[src/rtl/lut_neuron_pkg.sv]
// Shared types and helpers for the runtime-programmable LUT neuron.
// Provides the FSM state enum and the table depth helper.

package lut_neuron_pkg;

    // INIT walks the table writing zeros; RUN serves lookups and writes.
    typedef enum logic {
        INIT = 1'b0,
        RUN  = 1'b1
    } state_t;

    // Table depth for a given fan-in width.
    function automatic int depth_of(input int in_bits);
        return 1 << in_bits;
    endfunction

endpackage

[src/rtl/lut_neuron_stream_if.sv]
// Lookup stream and configuration bus of the LUT neuron.
// Ports: in_* request, out_* result, cfg_* table programming.
//   master: upstream/downstream/config side
//   slave : the neuron itself

interface lut_neuron_stream_if #(
    parameter int IN_BITS  = 6,
    parameter int OUT_BITS = 1
);

    logic                in_valid;
    logic                in_ready;
    logic [IN_BITS-1:0]  in_addr;

    logic                out_valid;
    logic                out_ready;
    logic [OUT_BITS-1:0] out_data;

    logic                cfg_we;
    logic [IN_BITS-1:0]  cfg_addr;
    logic [OUT_BITS-1:0] cfg_data;
    logic                cfg_clear;
    logic                cfg_ready;

    modport master (
        output in_valid,
        output in_addr,
        output out_ready,
        output cfg_we,
        output cfg_addr,
        output cfg_data,
        output cfg_clear,
        input  in_ready,
        input  out_valid,
        input  out_data,
        input  cfg_ready
    );

    modport slave (
        input  in_valid,
        input  in_addr,
        input  out_ready,
        input  cfg_we,
        input  cfg_addr,
        input  cfg_data,
        input  cfg_clear,
        output in_ready,
        output out_valid,
        output out_data,
        output cfg_ready
    );

endinterface

[src/rtl/lut_neuron_ram.sv]
// Distributed truth-table storage: one sync write, one async read.
// Ports: clk, we/waddr/wdata write port, raddr/rdata read port.

module lut_neuron_ram
    import lut_neuron_pkg::*;
#(
    parameter int IN_BITS  = 6,
    parameter int OUT_BITS = 1
) (
    input  logic                clk,
    input  logic                we,
    input  logic [IN_BITS-1:0]  waddr,
    input  logic [OUT_BITS-1:0] wdata,
    input  logic [IN_BITS-1:0]  raddr,
    output logic [OUT_BITS-1:0] rdata
);

    localparam int DEPTH = depth_of(IN_BITS);

    (* ram_style = "distributed", rom_style = "distributed" *)
    logic [OUT_BITS-1:0] mem [DEPTH];

    // No reset: contents are rebuilt by the INIT clearer.
    always_ff @(posedge clk) begin
        if (we) begin
            mem[waddr] <= wdata;
        end
    end

    // Async read: a same-edge write is seen only from the next cycle.
    assign rdata = mem[raddr];

endmodule

[src/rtl/lut_neuron_stream.sv]
// Pipelined, runtime-programmable truth-table neuron (2-stage lookup).
// Ports: clk, rst_n (sync, active-low), bus (lut_neuron_stream_if.slave).

module lut_neuron_stream
    import lut_neuron_pkg::*;
#(
    parameter int IN_BITS  = 6,
    parameter int OUT_BITS = 1
) (
    input  logic              clk,
    input  logic              rst_n,
    lut_neuron_stream_if.slave bus
);

    state_t              state;
    state_t              state_nx;
    logic [IN_BITS-1:0]  clr_idx;
    logic [IN_BITS-1:0]  clr_idx_nx;

    logic                run;
    logic                clear_go;
    logic                en;
    logic                acc;

    logic                s1_valid;
    logic [IN_BITS-1:0]  s1_addr;
    logic                s2_valid;
    logic [OUT_BITS-1:0] s2_data;

    logic                ram_we;
    logic [IN_BITS-1:0]  ram_waddr;
    logic [OUT_BITS-1:0] ram_wdata;
    logic [OUT_BITS-1:0] rd_data;

    assign run      = (state == RUN);
    assign clear_go = run & bus.cfg_clear;

    always_ff @(posedge clk) begin
        if (!rst_n) begin
            state   <= INIT;
            clr_idx <= '0;
        end else begin
            state   <= state_nx;
            clr_idx <= clr_idx_nx;
        end
    end

    // clr_idx wraps to 0 after the last entry, ready for the next clear.
    always_comb begin
        state_nx   = state;
        clr_idx_nx = clr_idx;
        unique case (state)
            INIT: begin
                clr_idx_nx = clr_idx + IN_BITS'(1);
                if (clr_idx == '1) begin
                    state_nx = RUN;
                end
            end
            RUN: begin
                if (bus.cfg_clear) begin
                    state_nx   = INIT;
                    clr_idx_nx = '0;
                end
            end
            default: begin
                state_nx   = INIT;
                clr_idx_nx = '0;
            end
        endcase
    end

    // Clearer owns the write port in INIT; a clear beats a cfg write.
    always_comb begin
        ram_we    = 1'b0;
        ram_waddr = bus.cfg_addr;
        ram_wdata = bus.cfg_data;
        if (!run) begin
            ram_we    = 1'b1;
            ram_waddr = clr_idx;
            ram_wdata = '0;
        end else if (bus.cfg_we && !bus.cfg_clear) begin
            ram_we    = 1'b1;
        end
    end

    lut_neuron_ram #(
        .IN_BITS (IN_BITS),
        .OUT_BITS(OUT_BITS)
    ) u_ram (
        .clk  (clk),
        .we   (ram_we),
        .waddr(ram_waddr),
        .wdata(ram_wdata),
        .raddr(s1_addr),
        .rdata(rd_data)
    );

    // Whole pipe advances together; no skid buffer.
    assign en  = ~s2_valid | bus.out_ready;
    assign acc = bus.in_valid & run & en;

    always_ff @(posedge clk) begin
        if (!rst_n) begin
            s1_valid <= 1'b0;
            s1_addr  <= '0;
            s2_valid <= 1'b0;
            s2_data  <= '0;
        end else if (clear_go) begin
            s1_valid <= 1'b0;
            s2_valid <= 1'b0;
        end else if (en) begin
            s1_valid <= acc;
            s1_addr  <= bus.in_addr;
            s2_valid <= s1_valid;
            if (s1_valid) begin
                s2_data <= rd_data;
            end
        end
    end

    assign bus.in_ready  = run & en;
    assign bus.out_valid = s2_valid;
    assign bus.out_data  = s2_data;
    assign bus.cfg_ready = run;

endmodule

[src/flat_wrapper.sv]
// flat-port wrapper written by rule: the top's interface ports become plain ports
module lut_neuron_stream_flat import lut_neuron_pkg::*;
#(
    parameter int IN_BITS  = 6,
    parameter int OUT_BITS = 1
)
  (clk, rst_n, bus_in_valid, bus_in_addr, bus_out_ready, bus_cfg_we, bus_cfg_addr, bus_cfg_data, bus_cfg_clear, bus_in_ready, bus_out_valid, bus_out_data, bus_cfg_ready);
  lut_neuron_stream_if #(.IN_BITS(IN_BITS), .OUT_BITS(OUT_BITS)) bus_i ();
  input  logic clk;
  input  logic rst_n;
  input wire logic [$bits(bus_i.in_valid)-1:0] bus_in_valid;
  input wire logic [$bits(bus_i.in_addr)-1:0] bus_in_addr;
  input wire logic [$bits(bus_i.out_ready)-1:0] bus_out_ready;
  input wire logic [$bits(bus_i.cfg_we)-1:0] bus_cfg_we;
  input wire logic [$bits(bus_i.cfg_addr)-1:0] bus_cfg_addr;
  input wire logic [$bits(bus_i.cfg_data)-1:0] bus_cfg_data;
  input wire logic [$bits(bus_i.cfg_clear)-1:0] bus_cfg_clear;
  output wire logic [$bits(bus_i.in_ready)-1:0] bus_in_ready;
  output wire logic [$bits(bus_i.out_valid)-1:0] bus_out_valid;
  output wire logic [$bits(bus_i.out_data)-1:0] bus_out_data;
  output wire logic [$bits(bus_i.cfg_ready)-1:0] bus_cfg_ready;
  assign bus_i.in_valid = bus_in_valid;
  assign bus_i.in_addr = bus_in_addr;
  assign bus_i.out_ready = bus_out_ready;
  assign bus_i.cfg_we = bus_cfg_we;
  assign bus_i.cfg_addr = bus_cfg_addr;
  assign bus_i.cfg_data = bus_cfg_data;
  assign bus_i.cfg_clear = bus_cfg_clear;
  assign bus_in_ready = bus_i.in_ready;
  assign bus_out_valid = bus_i.out_valid;
  assign bus_out_data = bus_i.out_data;
  assign bus_cfg_ready = bus_i.cfg_ready;
  lut_neuron_stream #(.IN_BITS(IN_BITS), .OUT_BITS(OUT_BITS)) u_core (.clk(clk), .rst_n(rst_n), .bus(bus_i));
endmodule
[config.mk]
export PLATFORM = sky130hd
export DESIGN_NAME = lut_neuron_stream_flat
export DESIGN_NICKNAME = d
export VERILOG_FILES = /design/src/rtl/lut_neuron_pkg.sv /design/src/rtl/lut_neuron_stream_if.sv /design/src/rtl/lut_neuron_ram.sv /design/src/rtl/lut_neuron_stream.sv /design/src/flat_wrapper.sv
export SDC_FILE = /design/constraint.sdc
export NUM_CORES = 1
export LEC_CHECK = 0
export CAP_MARGIN = 20
export CORE_UTILIZATION = 63
export DETAILED_ROUTE_END_ITERATION = 8
export MAX_ROUTING_LAYER = met4
export PLACE_DENSITY = 0.84
export SETUP_SLACK_MARGIN = 0.4
export SLEW_MARGIN = 10
export SYNTH_ARGS = -nofsm -noshare
export SYNTH_HDL_FRONTEND = slang
export SYNTH_SLANG_ARGS = --single-unit
export TNS_END_PERCENT = 1
[constraint.sdc]
create_clock -name clk -period 5.2 [get_ports clk]
set_input_delay 1.56 -clock clk [delete_from_list [all_inputs] [get_ports clk]]
set_output_delay 1.56 -clock clk [all_outputs]
set_load 0.02 [all_outputs]
* After elaboration in Yosys (flattened, before gate mapping) *
Memory sizes are Yosys's and may differ from the RTL's. A register that Yosys moved wholly into a read port is not among the register bits.
Cells that the tools add are included.

word-level totals
  register bits = 15
  memory bits (writable) = 64
  input port bits = 19
  output and inout bits = 4
  word-level logic and storage cells = 35
  memories kept = 1

operators by class
  add/sub/neg operators = 1
  equal/unequal tests = 2
  mux-type cells = 11
  bitwise gates (word level) = 9
  reductions and logical operators = 6

memories
  name              words  bits a word  read ports  clocked after memory_dff  wr ports  line                  source
  u_core.u_ram.mem  64     1            1           1                         1         lut_neuron_ram.sv:21  logic [OUT_BITS-1:0] mem [DEPTH];

operators by type and width
  cell                                         number
  two-way mux 6 bit                            2
  case mux 6 bit (2 select lines)              1
  two-way mux 1 bit                            7
  adder 6 x 1 -> 6 bit, second input constant  1
  equality test 6 bit, second input constant   1
  AND 1 bit                                    4
  inverter 1 bit                               4
  AND reduction 3 bit                          1
  zero test 1 bit                              2
  != test 2 bit, second input constant         1
  case mux 1 bit (2 select lines)              1
  AND reduction 2 bit                          1
  OR reduction 2 bit                           1
  logical AND 1 bit                            1
  bitwise OR 1 bit                             1

* Longest topological paths before layout *
Gate-level depths: netlist of the first run.

  depth after elaboration = 6
  depth in mapped cells = 7

* Hierarchy *
From an unflattened synthesis of the first run, not the netlist that was laid out.

unflattened totals
  cell total of the unflattened synthesis = 296
  area, all modules = 3747.3 um2

modules (own cells, without submodules)
  module             times used  cells each  area each (um2)  sequential area each (um2)
  lut_neuron_ram     1           203         2894.0           1921.8
  lut_neuron_stream  1           93          853.3            320.3

* Worst setup path before layout of the first run *
Ideal clock, no wire load.

  path kind = input-to-output
  from = input port bus_out_ready
  to = output port bus_in_ready
  arrival = 1.912 ns
  data required time = 3.640 ns
  slack = 1.728 ns
  stages = 2
  path through = nand2b_1 and2_1

between the ends
  cells in the longest elaborated chain, start to end = 2

ends and longest elaborated chain
  what                line                      source
  start: declaration  flat_wrapper.sv:13        input wire logic [$bits(bus_i.out_ready)-1:0] bus_out_ready;
  bitwise OR 1 bit    lut_neuron_stream.sv:99   assign en = ~s2_valid | bus.out_ready;
  AND 1 bit           lut_neuron_stream.sv:121  assign bus.in_ready = run & en;
  end: declaration    flat_wrapper.sv:18        output wire logic [$bits(bus_i.in_ready)-1:0] bus_in_ready;

No other way between the ends.

* Worst setup path after layout of the first run *
Ends and elaborated chain as after synthesis.

==> results of run 1 <==
==> area by class of cell <==
type,count,share of cell area [%]
repair buffers,26,6.02
inverters,7,0.632
clock inverters,6,1.44
multi-input cells,211,32.9
flip-flops and latches,80,53.9
well taps,72,2.17
clock buffers,9,2.98
==> kinds of logic after synthesis <==
kind of cell	count (synthesis)	synth area share, %
AOI/OAI and AO/OA	42	8.07
adders and majority gates	1	0.336
buffers and inverters	20	2.99
DFF	80	60.3
muxes	27	12.0
and+or+nand+nor	141	16.3
==> worst reg2reg max path, stage by stage, from the launching register on <==
cell and delay [ns]:
dfxtp_1 0.33, buf_4 0.27, mux4_2 0.57, a22oi_1 0.22, a31oi_1 0.17, a2111oi_2 0.42
o41ai_1 0.13
==> power by group <==
part | total [mW] | switching, mW | internal (mW)
clock | 0.441 | 0.224 | 0.217
sequential | 0.696 | 0.00801 | 0.688
combinational | 0.0818 | 0.0433 | 0.0385
==> per-layer routing <==
layer | vias up | GRT usage, % | part of all wire, %
met5 | - | - | 0
met4 | 0 | 11.1 | 1.6
met3 | 10 | 4.60 | 7.1
met2 | 96 | 45.9 | 51
met1 | 1216 | 37.4 | 41
li1 | 1191 | - | -
==> registers in the layout, summed over array words and instances (netlist names) <==
name                  count
u_core.u_ram.mem         64
u_core.s1_addr            6
u_core.s1_valid           1
u_core.clr_idx            6
u_core.bus.out_data       1
u_core.bus.cfg_ready      1
u_core.bus.out_valid      1
==> worst paths after layout <==
| path | endpoint | slack (ns) | cells past startpoint |
|---|---|---|---|
| max | bus_in_ready | 0.76 | 4 |
| min | u_core.s1_valid | 0.49 | 2 |
| max reg2reg | u_core.bus.out_data | 2.96 | 6 |
| min reg2reg | u_core.s1_valid | 0.49 | 2 |
==> metrics by stage <==
step                      cells  instance area (um^2)
after global placement      396                  3980
after global routing        411                  4160
final                       411                  4160
after CTS                   411                  4160
after detailed placement    396                  3980
after floorplan             311                  3720
==> cell usage in the layout (no fill, tap or decap), types with 6 or more instances in the layout <==
master / count
nand3_1: 9
clkdlybuf4s50_1: 22
nand2_1: 28
mux4_2: 8
nor2_1: 78
nand2b_1: 8
a21oi_1: 8
dfxtp_1: 16
edfxtp_1: 64
inv_1: 7
nor2b_1: 6
mux2i_1: 7
mux2_2: 8
clkbuf_8: 9
==> results.json, run 1 <==
{
  "root_buffer": "clkbuf_8",
  "maxCapViolations": 0,
  "path_delay_family": "buffers and inverters",
  "path_cells": "clkdlybuf4s50_1 > nand2b_1 > and2_1 > clkdlybuf4s50_1",
  "r2r_start": "u_core.s1_addr[0]",
  "cts_resized": 0,
  "seq_area_frac_synth_pct": 60.3,
  "cts_hold_buf": 0,
  "antenna_found_initial": 0,
  "postRouteAntennaNets": 0,
  "critPathBufInv": 2,
  "fin_crit_ns": 4.44,
  "tightest_slew_ns": 0.539,
  "p_total_mw": 1.22,
  "startpoint_type": "input port",
  "grt_max_degree": 65,
  "holdWs_ns": 0.488,
  "hold_viol_final": 0,
  "cpMostUsedCell": "clkdlybuf4s50_1",
  "n_antenna_cell": 0,
  "critPathKind": "in -> out",
  "nFillCells": 390,
  "cts_tree": "built",
  "avgSynthCellArea_um2": 12.0,
  "wire_per_inst_um": 18.6,
  "die_area_mm2": 0.00622,
  "die_height_um": 78.8,
  "fin_ws_ns": 0.756,
  "cp.required_ns": 3.64,
  "grt_pass1_vias": 2493,
  "fin_nets": 355,
  "yosysWarnings": 0,
  "peakVddDrop_uv": 198,
  "core_mm2": 0.00561,
  "synth_edf_count": 64,
  "synth_most_common_cell": "nor2_1",
  "hp-start": "u_core.s1_valid",
  "port_buffers": 22,
  "multi_input_area_mm2": 0.00137,
  "vias": 2513,
  "crit_start": "bus_out_ready",
  "synth.distinct_cells": 42,
  "drtIter0Drc": 245,
  "ys_ff_latch": 80,
  "post-route-drc-count": 0,
  "dp.final_hpwl_mm": 5.12,
  "cts_max_path_buffers": 2,
  "pwr_density_cell_mw_per_mm2": 293,
  "synth_top_cell_by_area": "edfxtp_1",
  "async_reset_ff_share_pct": 0,
  "drive_above_1_share_pct": 10.6,
  "boundaryPins": 23,
  "cts_sinks": 80,
  "worstSetupEndpointType": "output port",
  "firstDrtPassIters": 5,
  "p_leak_nw": 1.43,
  "setup_violations": 0,
  "clock_latency_ns": 0.35,
  "grt_first_pass_wirelength_mm": 12.5,
  "slew_viol_final": 0,
  "cts.reportedPaths.clkPinSlew_ns": 0.07,
  "post-place-ws_ns": 0.764,
  "crit_slowest_cell": "clkdlybuf4s50_1",
  "finalCritPeriodShare_pct": 85.5,
  "worstPathMaxFanout": 2,
  "grt-ovfl-total": 0,
  "synth.top_cell.area_share_pct": 51.7,
  "relSlewSlack_pct": 64.1,
  "area_growth_pct": 11.8,
  "fin_worst_skew_ns": 0.00807,
  "syn_inst": 311,
  "die_w_um": 78.8,
  "seqCellArea_mm2": 0.00224,
  "num_rows": 27,
  "utilization_pct": 74.2,
  "max_freq_mhz": 225,
  "synth_common_cells": "78 x nor2_1, 64 x edfxtp_1, 28 x nand2_1",
  "cts_setup_buffers": 0,
  "cts_htree_levels": 3,
  "critical_path.max_stage_delay_ns": 0.61,
  "track_usage_pct": 28.7,
  "cp_data_arrival_time_ns": 2.88,
  "vias_per_cell": 6.11,
  "wl_mm": 7.65,
  "syn_area_mm2": 0.00372,
  "syn_nets": 331,
  "rsz0062_at_grt": "false",
  "ys_top_cells_by_area": "edfxtp_1 52%, dfxtp_1 8.6%, nor2_1 7.9%",
  "cts_made_buffers": 9,
  "hp-class": "reg -> reg",
  "tns_ns": 0,
  "start_util_pct": 66.3,
  "status": "finished clean",
  "gp_congestion": 0.857,
  "ys.flop_type": "edfxtp_1"
}
Power figures use the tool's default switching activity.
==> run 2: changes to the inputs <==
Settings changed: HOLD_SLACK_MARGIN set to 0.02.
==> results of run 2 <==
No change in the layout: final DEF, timing and power equal those of run 1.
